$ cat config.mk
export PLATFORM = sky130hd
export DESIGN_NAME = glitch_injector
export DESIGN_NICKNAME = d
export VERILOG_FILES = /design/src/rtl/glitch_inj_pkg.sv /design/src/rtl/glitch_down_counter.sv /design/src/rtl/glitch_injector.sv
export SDC_FILE = /design/constraint.sdc
export NUM_CORES = 1
export LEC_CHECK = 0
export CAP_MARGIN = 20
export CORE_AREA = 2 2 171 173
export CTS_BUF_LIST = sky130_fd_sc_hd__clkbuf_16
export DETAILED_ROUTE_END_ITERATION = 6
export DIE_AREA = 0 0 173 175
export SLEW_MARGIN = 30
export SYNTH_ARGS = -nofsm -noshare
export SYNTH_HDL_FRONTEND = slang
export SYNTH_SLANG_ARGS = --single-unit
$ cat constraint.sdc
create_clock -name clk_ps -period 4.9 [get_ports clk_ps]
set_input_delay 0.735 -clock clk_ps [delete_from_list [all_inputs] [get_ports clk_ps]]
set_output_delay 0.735 -clock clk_ps [all_outputs]
set_load 0.01 [all_outputs]
$ cat src/rtl/glitch_inj_pkg.sv
// Shared definitions for the voltage-glitch injector.
//   - default parameter widths
//   - FSM state encoding (IDLE, DELAY, PULSE, GAP, FINISH)
//   - is_armed(): states in which detector alarms are recorded
package glitch_inj_pkg;

  localparam int DEF_DLY_W     = 16;
  localparam int DEF_REP_W     = 8;
  localparam int DEF_CNT_W     = 16;
  localparam int DEF_NUM_BANKS = 4;

  typedef enum logic [2:0] {
    ST_IDLE   = 3'd0,
    ST_DELAY  = 3'd1,
    ST_PULSE  = 3'd2,
    ST_GAP    = 3'd3,
    ST_FINISH = 3'd4
  } state_t;

  // Alarms are recorded from the start of the delay until the last pulse
  // or gap ends; IDLE and FINISH are outside the window.
  function automatic logic is_armed(input state_t s);
    return (s == ST_DELAY) || (s == ST_PULSE) || (s == ST_GAP);
  endfunction

endpackage

$ cat src/rtl/glitch_down_counter.sv
// Loadable down-counter with a zero flag.
//   clk_ps   : clock, posedge
//   rst_n    : asynchronous active-low reset (count -> 0)
//   load     : load load_val this cycle (wins over dec)
//   load_val : value to load
//   dec      : decrement by one; holds at zero
//   zero     : count is zero
module glitch_down_counter #(
  parameter int WIDTH = 16
) (
  input  logic             clk_ps,
  input  logic             rst_n,
  input  logic             load,
  input  logic [WIDTH-1:0] load_val,
  input  logic             dec,
  output logic             zero
);

  logic [WIDTH-1:0] count;

  // NOTE: sequential state is written with non-blocking assignments so every
  // flop samples pre-edge values regardless of process evaluation order.
  always_ff @(posedge clk_ps or negedge rst_n) begin
    if (!rst_n) begin
      count <= '0;
    end else if (load) begin
      count <= load_val;
    end else if (dec && (count != '0)) begin
      count <= count - WIDTH'(1);
    end
  end

  assign zero = (count == '0);

endmodule

$ cat src/rtl/glitch_injector.sv
// Programmable voltage-glitch injector with built-in alarm recording.
//   clk_ps         : clock, posedge
//   rst_n          : asynchronous active-low reset
//   start          : one-cycle strobe, accepted only in IDLE
//   abort          : ends the campaign (FINISH on next edge); ignored in IDLE
//   delay_cycles   : cycles from start to first pulse
//   width_cycles   : pulse high time (0 -> 1)
//   gap_cycles     : low time between pulses (0 -> 1)
//   repeat_count   : number of pulses (0 -> 1)
//   bank_mask      : ring-oscillator banks enabled during a pulse
//   alarm          : detector alarm (launched on negedge, consumed here)
//   ro_en          : registered bank enables
//   tdl_launch     : registered toggle source for the detector delay line
//   busy           : campaign in progress
//   done           : one-cycle pulse at campaign end
//   alarm_count    : saturating count of armed cycles with alarm high
//   first_alarm_at : elapsed cycles from start to first alarm, all-ones if none
module glitch_injector
  import glitch_inj_pkg::*;
#(
  parameter int DLY_W     = DEF_DLY_W,
  parameter int REP_W     = DEF_REP_W,
  parameter int CNT_W     = DEF_CNT_W,
  parameter int NUM_BANKS = DEF_NUM_BANKS
) (
  input  logic                 clk_ps,
  input  logic                 rst_n,
  input  logic                 start,
  input  logic                 abort,
  input  logic [DLY_W-1:0]     delay_cycles,
  input  logic [DLY_W-1:0]     width_cycles,
  input  logic [DLY_W-1:0]     gap_cycles,
  input  logic [REP_W-1:0]     repeat_count,
  input  logic [NUM_BANKS-1:0] bank_mask,
  input  logic                 alarm,
  output logic [NUM_BANKS-1:0] ro_en,
  output logic                 tdl_launch,
  output logic                 busy,
  output logic                 done,
  output logic [CNT_W-1:0]     alarm_count,
  output logic [CNT_W-1:0]     first_alarm_at
);

  state_t state, next_state;

  // Latched campaign configuration, stored as (value - 1) with 0 -> 1.
  logic [DLY_W-1:0]     wm1_q;
  logic [DLY_W-1:0]     gm1_q;
  logic [NUM_BANKS-1:0] mask_q;

  logic [DLY_W-1:0] w_in_m1, g_in_m1;
  logic [REP_W-1:0] r_in_m1;

  logic             tmr_load, tmr_zero;
  logic [DLY_W-1:0] tmr_val;
  logic             rep_load, rep_dec, rep_zero;

  logic                 busy_d, done_d, tdl_d;
  logic [NUM_BANKS-1:0] ro_en_d;

  logic             start_ok;
  logic             first_seen;
  logic [CNT_W-1:0] elapsed;

  assign start_ok = (state == ST_IDLE) && start;

  assign w_in_m1 = (width_cycles == '0) ? '0 : width_cycles - DLY_W'(1);
  assign g_in_m1 = (gap_cycles   == '0) ? '0 : gap_cycles   - DLY_W'(1);
  assign r_in_m1 = (repeat_count == '0) ? '0 : repeat_count - REP_W'(1);

  // Shared phase timer: loaded with (cycles - 1) on entry to DELAY, PULSE
  // or GAP; the phase ends in the cycle where it reads zero.
  glitch_down_counter #(.WIDTH(DLY_W)) u_phase_tmr (
    .clk_ps   (clk_ps),
    .rst_n    (rst_n),
    .load     (tmr_load),
    .load_val (tmr_val),
    .dec      (1'b1),
    .zero     (tmr_zero)
  );

  // Remaining pulses after the current one.
  glitch_down_counter #(.WIDTH(REP_W)) u_rep_cnt (
    .clk_ps   (clk_ps),
    .rst_n    (rst_n),
    .load     (rep_load),
    .load_val (r_in_m1),
    .dec      (rep_dec),
    .zero     (rep_zero)
  );

  // State register
  always_ff @(posedge clk_ps or negedge rst_n) begin
    if (!rst_n) begin
      state <= ST_IDLE;
    end else begin
      state <= next_state;
    end
  end

  // Next-state and counter control
  always_comb begin
    // NOTE: every combinational output gets a default first so no path
    // leaves it unassigned and no latch is inferred.
    next_state = state;
    tmr_load   = 1'b0;
    tmr_val    = '0;
    rep_load   = 1'b0;
    rep_dec    = 1'b0;
    unique case (state)
      ST_IDLE: begin
        if (start) begin
          tmr_load = 1'b1;
          rep_load = 1'b1;
          if (delay_cycles != '0) begin
            next_state = ST_DELAY;
            tmr_val    = delay_cycles - DLY_W'(1);
          end else begin
            next_state = ST_PULSE;
            tmr_val    = w_in_m1;
          end
        end
      end
      ST_DELAY: begin
        if (tmr_zero) begin
          next_state = ST_PULSE;
          tmr_load   = 1'b1;
          tmr_val    = wm1_q;
        end
      end
      ST_PULSE: begin
        if (tmr_zero) begin
          if (rep_zero) begin
            next_state = ST_FINISH;
          end else begin
            next_state = ST_GAP;
            tmr_load   = 1'b1;
            tmr_val    = gm1_q;
            rep_dec    = 1'b1;
          end
        end
      end
      ST_GAP: begin
        if (tmr_zero) begin
          next_state = ST_PULSE;
          tmr_load   = 1'b1;
          tmr_val    = wm1_q;
        end
      end
      ST_FINISH: next_state = ST_IDLE;
      default:   next_state = ST_IDLE;
    endcase
    // abort overrides any in-flight phase; in IDLE start wins.
    if (abort && is_armed(state)) begin
      next_state = ST_FINISH;
    end
  end

  // Output decode. Outputs are registered, so they trail the state by one
  // cycle; ro_en is additionally gated by abort so it drops on the abort edge.
  always_comb begin
    busy_d  = (next_state != ST_IDLE) || (state == ST_FINISH);
    done_d  = (state == ST_FINISH);
    ro_en_d = ((state == ST_PULSE) && !abort) ? mask_q : '0;
    tdl_d   = busy_d ? ~tdl_launch : 1'b0;
  end

  always_ff @(posedge clk_ps or negedge rst_n) begin
    if (!rst_n) begin
      ro_en      <= '0;
      tdl_launch <= 1'b0;
      busy       <= 1'b0;
      done       <= 1'b0;
    end else begin
      ro_en      <= ro_en_d;
      tdl_launch <= tdl_d;
      busy       <= busy_d;
      done       <= done_d;
    end
  end

  // Configuration latch
  always_ff @(posedge clk_ps or negedge rst_n) begin
    if (!rst_n) begin
      wm1_q  <= '0;
      gm1_q  <= '0;
      mask_q <= '0;
    end else if (start_ok) begin
      wm1_q  <= w_in_m1;
      gm1_q  <= g_in_m1;
      mask_q <= bank_mask;
    end
  end

  // Alarm recording. alarm arrives from a negedge flop, so it is used
  // directly here over a half-cycle path without synchronisation.
  // elapsed holds at all-ones instead of wrapping so a late first alarm
  // is never reported as an early one.
  always_ff @(posedge clk_ps or negedge rst_n) begin
    if (!rst_n) begin
      elapsed        <= '0;
      first_seen     <= 1'b0;
      alarm_count    <= '0;
      first_alarm_at <= '1;
    end else if (start_ok) begin
      elapsed        <= '0;
      first_seen     <= 1'b0;
      alarm_count    <= '0;
      first_alarm_at <= '1;
    end else begin
      if (elapsed != '1) begin
        elapsed <= elapsed + CNT_W'(1);
      end
      if (alarm && is_armed(state)) begin
        if (alarm_count != '1) begin
          alarm_count <= alarm_count + CNT_W'(1);
        end
        if (!first_seen) begin
          first_seen     <= 1'b1;
          first_alarm_at <= elapsed;
        end
      end
    end
  end

endmodule

==> results.txt, run 1 <==
Register bit total from synthesis - 119
Critical path arrival - 3.50 ns
Core area - 0.02839 mm2
Final antenna-violating net count - 0
Fin crit share - 65.33%
Cts repair resizes - 0
# Post-CTS Setup Buffers - 0
Commonest non-fill, non-tap cell in the layout - nor2_1
Wire per inst - 15.68 um
Largest net degree at the start of global routing - 49
Maximum clock frequency - 312.4 MHz
Skew final - 0.009066 ns
Post-Synth XOR/XNOR Area - 8.106%
Vias in the first global route - 5,912
TritonCTS Buffers - 17
Primary FF master, synth - dfrtp_1
Post-synth ARST share - 100.0%
Post-DP HPWL - 14,850 um
Area share of and/or/nand/nor cells after synthesis - 26.24%
Sink Count - 119
Final TNS setup - 0 ns
Mean post-synth cell area - 8.969 um2
Worst setup SP type - input port
Mux cell area share after synthesis - 1.033%
Number of max-cap violations - 0
Placed Area - 0.008484 mm2
I/O pins - 104
Routed WL - 20,160 um
Post-layout util - 31.96%
Share of layout cells above drive strength 1 - 9.767%
Power per cell area - 486.2 mW/mm2
GP Congestion - 0.9115
GRT overflow - 0
Via count - 6,274
Fin. max-slew vios - 0
# nets final - 964
Post-synth EDFFs - 0
CTS clk-pin slew, worst paths - 0.06 ns
GR Util All Layers - 13.47%
Die height - 175 um
Max VDD drop - 0.0001459 V
Data required, critical path - 5.20 ns
First-pass GRT wire length - 32,710 um
Synth unique cells - 78
Seq/Total Area, Yosys - 42.69%
Tmin final - 3.201 ns
Initial Utilization - 24.74%
Vias per cell - 4.882
N_diodes - 0
Post-synthesis compound-gate area fraction - 17.17%
FILL cells - 3,010
Detailed Routing Iterations Pass 1 - 5
Clk buf depth - 2
Commonest non-fill, non-tap cells in the layout - nor2_1, dfrtp_1, clkdlybuf4s50_1
Syn. warnings - 0
Final setup vio count - 0
Design area - 0.009075 mm2
Initial antenna violation count - 0
Hold WC Path Type - input port to async pin
CP max FO - 11
Crit Path Category - input port to register
Worst setup EP type - register
Hold_buf cts - 0
Area Overhead vs Synth - 29.22%
Port buffer count - 103
Slew margin rel. - 40.49%
DR iter-0 viols - 487
Final hold violation count - 0
Die Width - 173 um
Cell total after placement - 1,253
Main combinational cell family by area after synthesis - simple AND/OR/NAND/NOR gates
Worst-Skew Late Latency - 0.42 ns
Status - finished, final reports clean
Die ar. - 0.03028 mm2
Synthesized area - 0.007023 mm2
CTS tree - built
Rows - 62
Clock Tree Root - clkbuf_16
Htree depth - 4
Post-route insts no fill - 1,285
RSZ-0062 raised after global routing - no
Worst Tran Pin Value - 0.8917 ns
Leakage - 3.573 nW
DRC errors left - 0
Post-synthesis adder-cell area fraction - 1.960%
Syn Nets - 859
Cells after synthesis - 783
cell usage after synthesis, types with 7 or more instances:
master	count	area, um2
nand4_1	15	93.84
o31ai_1	11	82.58
inv_1	19	71.32
clkbuf_1	10	37.54
xor2_1	39	341.6
o21ai_0	48	240.2
dfstp_2	16	420.4
or3_1	7	43.79
nand2_1	81	304.0
and2_1	9	56.30
dfrtp_1	103	2577
a21oi_1	47	235.2
ha_1	11	137.6
buf_2	10	50.05
or4_1	8	60.06
nor2_1	118	442.9
nand2b_1	8	50.05
nor3_1	25	125.1
nor4_1	11	68.82
o22ai_1	11	68.82
nand3_1	21	105.1
a22oi_1	13	97.59
xnor2_1	26	227.7
registers in the layout (all words and copies together) (netlist names), 3 cells and up:
name,count
elapsed,16
alarm_count,16
state,3
mask_q,4
u_phase_tmr.count,16
wm1_q,16
gm1_q,16
u_rep_cnt.count,8
first_alarm_at,16
ro_en,4
cells by family after synthesis:
family | Yosys count
xor+xnor | 65
buf+inv | 44
compound gates | 186
mux | 7
flops | 119
simple gates | 351
fa+ha+maj | 11
power breakdown:
part           internal, mW  switching [mW]  leakage [nW]
clock                 0.718           0.525         0.283
sequential             1.39           0.313          1.49
combinational         0.640           0.829          1.80
cell type report:
class	count	area (um2)	share of cell area [%]
Inverter	19	71.32	0.7859
Multi-Input combinational cell	620	3854	42.47
Clock buffer	17	425.4	4.688
Tap cell	384	480.5	5.294
Timing Repair Buffer	111	1092	12.04
Clock inverter	15	153.9	1.696
Sequential cell	119	2998	33.03
layer usage:
metal | GRT usage (%) | vias up | wire, um
li1 | - | 3031 | -
met1 | 19.51 | 3016 | 9805
met2 | 20.00 | 209 | 8987
met3 | 2.720 | 18 | 1052
met4 | 4.343 | 0 | 308
met5 | 0 | - | 0
final timing paths:
path	from	to	slack (ns)	cells past startpoint
worst min register to register	tdl_launch	tdl_launch	0.43	1
worst max-delay path	width_cycles[0]	u_phase_tmr.count[15]	1.70	9
min in group clk_ps	tdl_launch	tdl_launch	0.43	1
worst min-delay path	rst_n	ro_en[0]	0.27	1
worst max register to register	state[2]	tdl_launch	2.37	6
max in group asynchronous	rst_n	u_phase_tmr.count[4]	3.59	2
critical path: stages:
cell,delay [ns]
clkdlybuf4s50_1,0.49
inv_1,0.12
ha_1,0.19
nor4b_2,0.44
nand3_2,0.25
o21ai_1,0.67
a21oi_1,0.17
mux2_2,0.31
a2bb2oi_1,0.12
per-stage QoR:
stage | worst slack (ns) | hold WS, ns | power, mW
final | 1.699 | 0.2748 | 4.413
after global routing | 1.525 | 0.3033 | 4.716
after CTS | 1.791 | 0.2865 | 4.440
after detailed placement | 1.356 | 0.4210 | 3.175
after global placement | 1.459 | 0.4334 | 3.140
after floorplan | 2.524 | 0.4374 | 2.568
Power figures use the tool's default switching activity.
==> inputs of run 2 (changes only) <==
Clock period 4.9 ns to 3.27 ns, I/O delays scaled along.
==> run 2 against run 1 <==
Setup slack worse by 0.95 ns. Sequential cell count stayed put. Critical endpoint is now u_phase_tmr.count[14]. Register-to-register slack worse by 1.6 ns. Via count is 0.14% higher.
==> results.txt, run 2 (synthesis gave the netlist of run 1 again) <==
Final worst setup slack - 0.7517 ns (was 1.699 ns)
Routed WL - 20,130 um (was 20,160 um)
Clock Tree Root - clkbuf_16 (unchanged)
Final hold violation count - 0 (unchanged)
Post-route insts no fill - 1,292 (was 1,285)
Commonest non-fill, non-tap cells in the layout - nor2_1, dfrtp_1, clkdlybuf4s50_1 (unchanged)
Core area - 0.02839 mm2 (unchanged)
M2 GR Usage - 20.42% (was 20.00%)
Commonest non-fill, non-tap cell in the layout - nor2_1 (unchanged)
Detailed Routing Iterations Pass 1 - 5 (unchanged)
Fin. max-slew vios - 0 (unchanged)
Final setup vio count - 0 (unchanged)
Status - finished, final reports clean (unchanged)
Tmin final - 2.518 ns
Data required, critical path - 3.54 ns (was 5.20 ns)
Wire per inst - 15.58 um (was 15.68 um)
Slew margin rel. - 48.62% (was 40.49%)
Seq. cell area - 0.002998 mm2 (unchanged)
RSZ-0062 raised after global routing - no (unchanged)
Via count - 6,283 (was 6,274)
Clk buf depth - 2 (unchanged)
TritonCTS Buffers - 17 (unchanged)
Final TNS setup - 0 ns (unchanged)
Vias in the first global route - 6,076 (was 5,912)
Initial Utilization - 24.74% (unchanged)
Port buffer count - 103 (unchanged)
Htree depth - 4 (unchanged)
Design area - 0.009134 mm2 (was 0.009075 mm2)
Crit Path Category - input port to register (unchanged)
Die ar. - 0.03028 mm2 (unchanged)
Worst setup SP type - input port (unchanged)
N_diodes - 0 (unchanged)
Power per cell area - 726.9 mW/mm2 (was 486.2 mW/mm2)
Die height - 175 um (unchanged)
Skew final - 0.01460 ns (was 0.009066 ns)
Leakage - 3.609 nW (was 3.573 nW)
Post-DP HPWL - 15,070 um (was 14,850 um)
GRT overflow - 0 (unchanged)
Met1 Use GR - 19.17% (was 19.51%)
DR iter-0 viols - 435 (was 487)
Area taken by multi-input logic gates - 0.003842 mm2 (was 0.003854 mm2)
Share of layout cells above drive strength 1 - 10.46% (was 9.767%)
CTS clk-pin slew, worst paths - 0.06 ns (about the same)
CP max FO - 10 (was 11)
Placed Area - 0.008553 mm2 (was 0.008484 mm2)
Rows - 62 (unchanged)
FILL cells - 2,989 (was 3,010)
Largest net degree at the start of global routing - 49 (unchanged)
Area Overhead vs Synth - 30.06% (was 29.22%)
Worst-Skew Late Latency - 0.42 ns (about the same)
Cell total after placement - 1,260 (was 1,253)
I/O pins - 104 (unchanged)
CP most frequent cell - o21ai_0
GP Congestion - 0.9103 (was 0.9115)
Vias per cell - 4.863 (was 4.882)
Fin crit share - 77.01%
Initial antenna violation count - 0 (unchanged)
Cts repair resizes - 0 (unchanged)
Worst setup EP type - register (unchanged)
First-pass GRT wire length - 32,820 um (was 32,710 um)
Crit path max-delay cell type - nor4b_2 (was o21ai_1)
Dpl ws - 0.3442 ns (was 1.356 ns)
Worst-path cell chain - clkdlybuf4s50_1, inv_1, ha_1, nor4b_2, nand3_2, o21ai_1, buf_4, o21ai_0, o21ai_0, o221ai_1 (was clkdlybuf4s50_1, inv_1, ha_1, nor4b_2, nand3_2, o21ai_1, a21oi_1, mux2_2, a2bb2oi_1)
Hold_buf cts - 0 (unchanged)
Max stage delay on crit path - 0.46 ns (was 0.67 ns)
Final antenna-violating net count - 0 (unchanged)
Max VDD drop - 0.0002645 V (was 0.0001459 V)
GR Util met3 - 2.567% (was 2.720%)
Hold WC Path Type - input port to async pin (unchanged)
Die Width - 173 um (unchanged)
Sink Count - 119 (unchanged)
Worst Tran Pin Value - 0.7636 ns (was 0.8917 ns)
Number of max-cap violations - 0 (unchanged)
GRT busiest layer - met2 (unchanged)
CTS tree - built (unchanged)
# Post-CTS Setup Buffers - 0 (unchanged)
Maximum clock frequency - 397.1 MHz
DRC errors left - 0 (unchanged)
Critical path arrival - 2.79 ns (was 3.50 ns)
GR Util All Layers - 13.51% (was 13.47%)
# nets final - 971 (was 964)
-- run 2: cell types whose count changed in the layout (fill, tap and decap cells not counted), sizes merged --
cell / delta
clkinvlp: +1
buf: +7
clkinv: -1
-- run 2: power breakdown --
part | switching [mW] | internal (mW) | total [mW]
Clock | 0.783 | 1.08 | 1.86
Combinational | 1.24 | 0.989 | 2.23
Sequential | 0.470 | 2.08 | 2.55
Total | 2.49 | 4.14 | 6.64
-- run 2: worst paths after layout --
check	from	endpoint	cells after the start	slack, ns
max	width_cycles[1]	u_phase_tmr.count[14]	10	0.75
min	rst_n	ro_en[0]	1	0.10
min reg2reg	tdl_launch	tdl_launch	1	0.43
min in group clk_ps	tdl_launch	tdl_launch	1	0.43
max in group asynchronous	rst_n	gm1_q[9]	2	2.34
max reg2reg	u_phase_tmr.count[5]	u_phase_tmr.count[11]	6	0.78
-- run 2: through the flow --
step                util, %  power, mW  hold WS (ns)
finish                32.17      6.640        0.1045
global route          32.17      7.090        0.1521
CTS                   32.17      6.692        0.1183
detailed placement    30.13      4.795        0.4256
global placement      30.07      4.757        0.4256
floorplan                 -      3.848        0.1949
-- run 2: layout make-up --
type | instances | share of cell area, %
inverter | 19 | 0.7808
timing repair buffer | 118 | 12.71
sequential | 119 | 32.82
tap | 384 | 5.260
clock buffer | 17 | 4.658
clock inverter | 15 | 1.699
multi-input combinational | 620 | 42.07
-- run 2: routing by layer --
layer / share of wire [%] / wire length (um) / vias up
li1: - / - / 3044
met1: 49 / 9828 / 3008
met2: 44 / 8898 / 201
met3: 4.9 / 987 / 30
met4: 2.1 / 419 / 0
met5: 0 / 0 / -
-- run 2: worst max-delay path: cells and delay by family --
family                     cells  cell delay, ns
adders and majority gates      1            0.19
AOI/OAI and AO/OA              4            0.67
buffers and inverters          3            0.72
and+or+nand+nor                2            0.72
==> inputs of run 3 (changes only) <==
Clock period 3.27 ns to 2.5 ns, I/O delays scaled along.
==> run 3 against run 2 <==
Clock power is 31% higher. Sequential power is 31% higher. Critical path depth is 2 lower. Highest routed layer unchanged. Design area is 6.2% higher. Clock skew is 0.0044 ns lower.
==> results.txt, run 3 (synthesis gave the netlist of run 1 again) <==
Status - finished, final reports clean (unchanged)
Cts repair resizes - 0 (unchanged)
Reg2reg setup slack - 0.21 ns (was 0.78 ns)
Worst Tran Pin Value - 0.7235 ns (was 0.7636 ns)
Worst-path cell chain - inv_1, ha_1, nor3b_1, and4_1, buf_4, nand2_1, a2111oi_0, nor2_1 (was clkdlybuf4s50_1, inv_1, ha_1, nor4b_2, nand3_2, o21ai_1, buf_4, o21ai_0, o21ai_0, o221ai_1)
Switching power - 3.325 mW (was 2.495 mW)
Slew margin rel. - 51.77% (was 48.62%)
RSZ-0062 raised after global routing - no (unchanged)
Vias in the first global route - 6,470 (was 6,076)
Routed WL - 21,170 um (was 20,130 um)
Worst r2r src - u_phase_tmr.count[0] (was u_phase_tmr.count[5])
Detailed Routing Iterations Pass 1 - 5 (unchanged)
Crit Path Category - register to register (was input port to register)
Fin crit share - 91.78%
Via count - 6,633 (was 6,283)
Die ar. - 0.03028 mm2 (unchanged)
Hold slack final - 0.001350 ns (was 0.1045 ns)
DRC errors left - 0 (unchanged)
Rows - 62 (unchanged)
TritonCTS Buffers - 17 (unchanged)
Skew final - 0.01021 ns (was 0.01460 ns)
Final setup vio count - 0 (unchanged)
Power per cell area - 914.4 mW/mm2 (was 726.9 mW/mm2)
Commonest non-fill, non-tap cell in the layout - nor2_1 (unchanged)
Pint - 5.546 mW (was 4.145 mW)
Hold_buf cts - 0 (unchanged)
RR Endpoint - u_phase_tmr.count[0] (was u_phase_tmr.count[11])
# nets final - 1,044 (was 971)
Die Width - 173 um (unchanged)
Hold WC Path Type - input port to async pin (unchanged)
Initial antenna violation count - 0 (unchanged)
Sw frac - 37.48% (was 37.57%)
CP Buf/Inv Count - 2 (was 3)
Leakage - 3.970 nW (was 3.609 nW)
Core area - 0.02839 mm2 (unchanged)
Post-DP HPWL - 15,800 um (was 15,070 um)
Data required, critical path - 2.80 ns (was 3.54 ns)
GRT busiest layer - met2 (unchanged)
Post-route insts no fill - 1,365 (was 1,292)
Largest net degree at the start of global routing - 120 (was 49)
Vias per cell - 4.859 (was 4.863)
Worst setup SP type - register (was input port)
Max VDD drop - 0.0003959 V (was 0.0002645 V)
Die height - 175 um (unchanged)
Wire per inst - 15.51 um (was 15.58 um)
CP max FO - 5 (was 10)
GR Util All Layers - 14.25% (was 13.51%)
Fin. max-slew vios - 0 (unchanged)
Htree depth - 4 (unchanged)
Commonest non-fill, non-tap cells in the layout - nor2_1, dfrtp_1, clkdlybuf4s50_1 (unchanged)
Final hold violation count - 0 (unchanged)
M2 GR Usage - 21.72% (was 20.42%)
Clk buf depth - 2 (unchanged)
Max stage delay on crit path - 0.41 ns (was 0.46 ns)
Delay-heaviest family, CP - simple AND/OR/NAND/NOR gates (was buffers and inverters)
Worst-Skew Late Latency - 0.43 ns (was 0.42 ns)
DR iter-0 viols - 545 (was 435)
Number of max-cap violations - 0 (unchanged)
Port buffer count - 103 (unchanged)
Area Overhead vs Synth - 38.14% (was 30.06%)
CTS tree - built (unchanged)
GR Util met3 - 2.937% (was 2.567%)
Placed Area - 0.009123 mm2 (was 0.008553 mm2)
Critical path arrival - 2.59 ns (was 2.79 ns)
Reg power frac - 37.5% (was 38.4%)
CTS clk-pin slew, worst paths - 0.06 ns (about the same)
Combinational fraction of design power - 35.1% (was 33.6%)
Worst setup EP type - register (unchanged)
Cell total after placement - 1,333 (was 1,260)
Design area - 0.009702 mm2 (was 0.009134 mm2)
Reg2Reg Depth - 8 (was 6)
Sink Count - 119 (unchanged)
Share of layout cells above drive strength 1 - 17.13% (was 10.46%)
Initial Utilization - 24.74% (unchanged)
Post-layout util - 34.17% (was 32.17%)
First-pass GRT wire length - 34,490 um (was 32,820 um)
Maximum clock frequency - 435.8 MHz
I/O pins - 104 (unchanged)
Power share of the clock group - 27.4% (was 28.0%)
Tmin final - 2.295 ns
# Post-CTS Setup Buffers - 0 (unchanged)
GP Congestion - 0.8853 (was 0.9103)
Clock Tree Root - clkbuf_16 (unchanged)
GRT overflow - 0 (unchanged)
N_diodes - 0 (unchanged)
Final antenna-violating net count - 0 (unchanged)
Final TNS setup - 0 ns (unchanged)
Crit path max-delay cell type - dfrtp_1 (was nor4b_2)
Met1 Use GR - 19.91% (was 19.17%)
-- run 3: worst max path at each step --
stage	cells after the start	start	to
global placement	8	width_cycles[4]	u_phase_tmr.count[9]
floorplan	8	gap_cycles[0]	gm1_q[11]
detailed placement	10	width_cycles[1]	u_phase_tmr.count[0]
global route	8	u_phase_tmr.count[0]	u_rep_cnt.count[2]
CTS	8	u_phase_tmr.count[0]	u_phase_tmr.count[0]
finish	8	u_phase_tmr.count[0]	u_phase_tmr.count[0]
-- run 3: area by class of cell --
| type | instances | area (um2) |
|---|---|---|
| timing repair buffer | 191 | 1730 |
| fill | 2976 | 18690 |
| multi-input combinational | 620 | 3842 |
| sequential | 119 | 2998 |
| inverter | 19 | 71.32 |
| clock inverter | 15 | 153.9 |
| clock buffer | 17 | 425.4 |
| tap | 384 | 480.5 |
-- run 3: per-layer routing --
metal / vias to the layer above / wire length [um]
met5: - / 0
met4: 0 / 466
met3: 41 / 1070
met2: 207 / 9323
met1: 3197 / 10310
li1: 3188 / -
-- run 3: power by group through the flow --
stage                     combinational, mW  sequential, mW  clock, mW
after floorplan                        1.77            3.26          0
after global placement                 3.05            3.34          0
after detailed placement               3.11            3.35          0
after CTS                              3.13            3.32       2.49
after global routing                   3.46            3.42       2.58
final                                  3.11            3.33       2.43
-- run 3: through the flow --
step,worst slack [ns],power [mW]
final,0.2055,8.871
after global routing,0.01810,9.463
after CTS,0.2420,8.940
after detailed placement,-0.02973,6.460
after global placement,-0.1351,6.386
after floorplan,0.4836,5.033
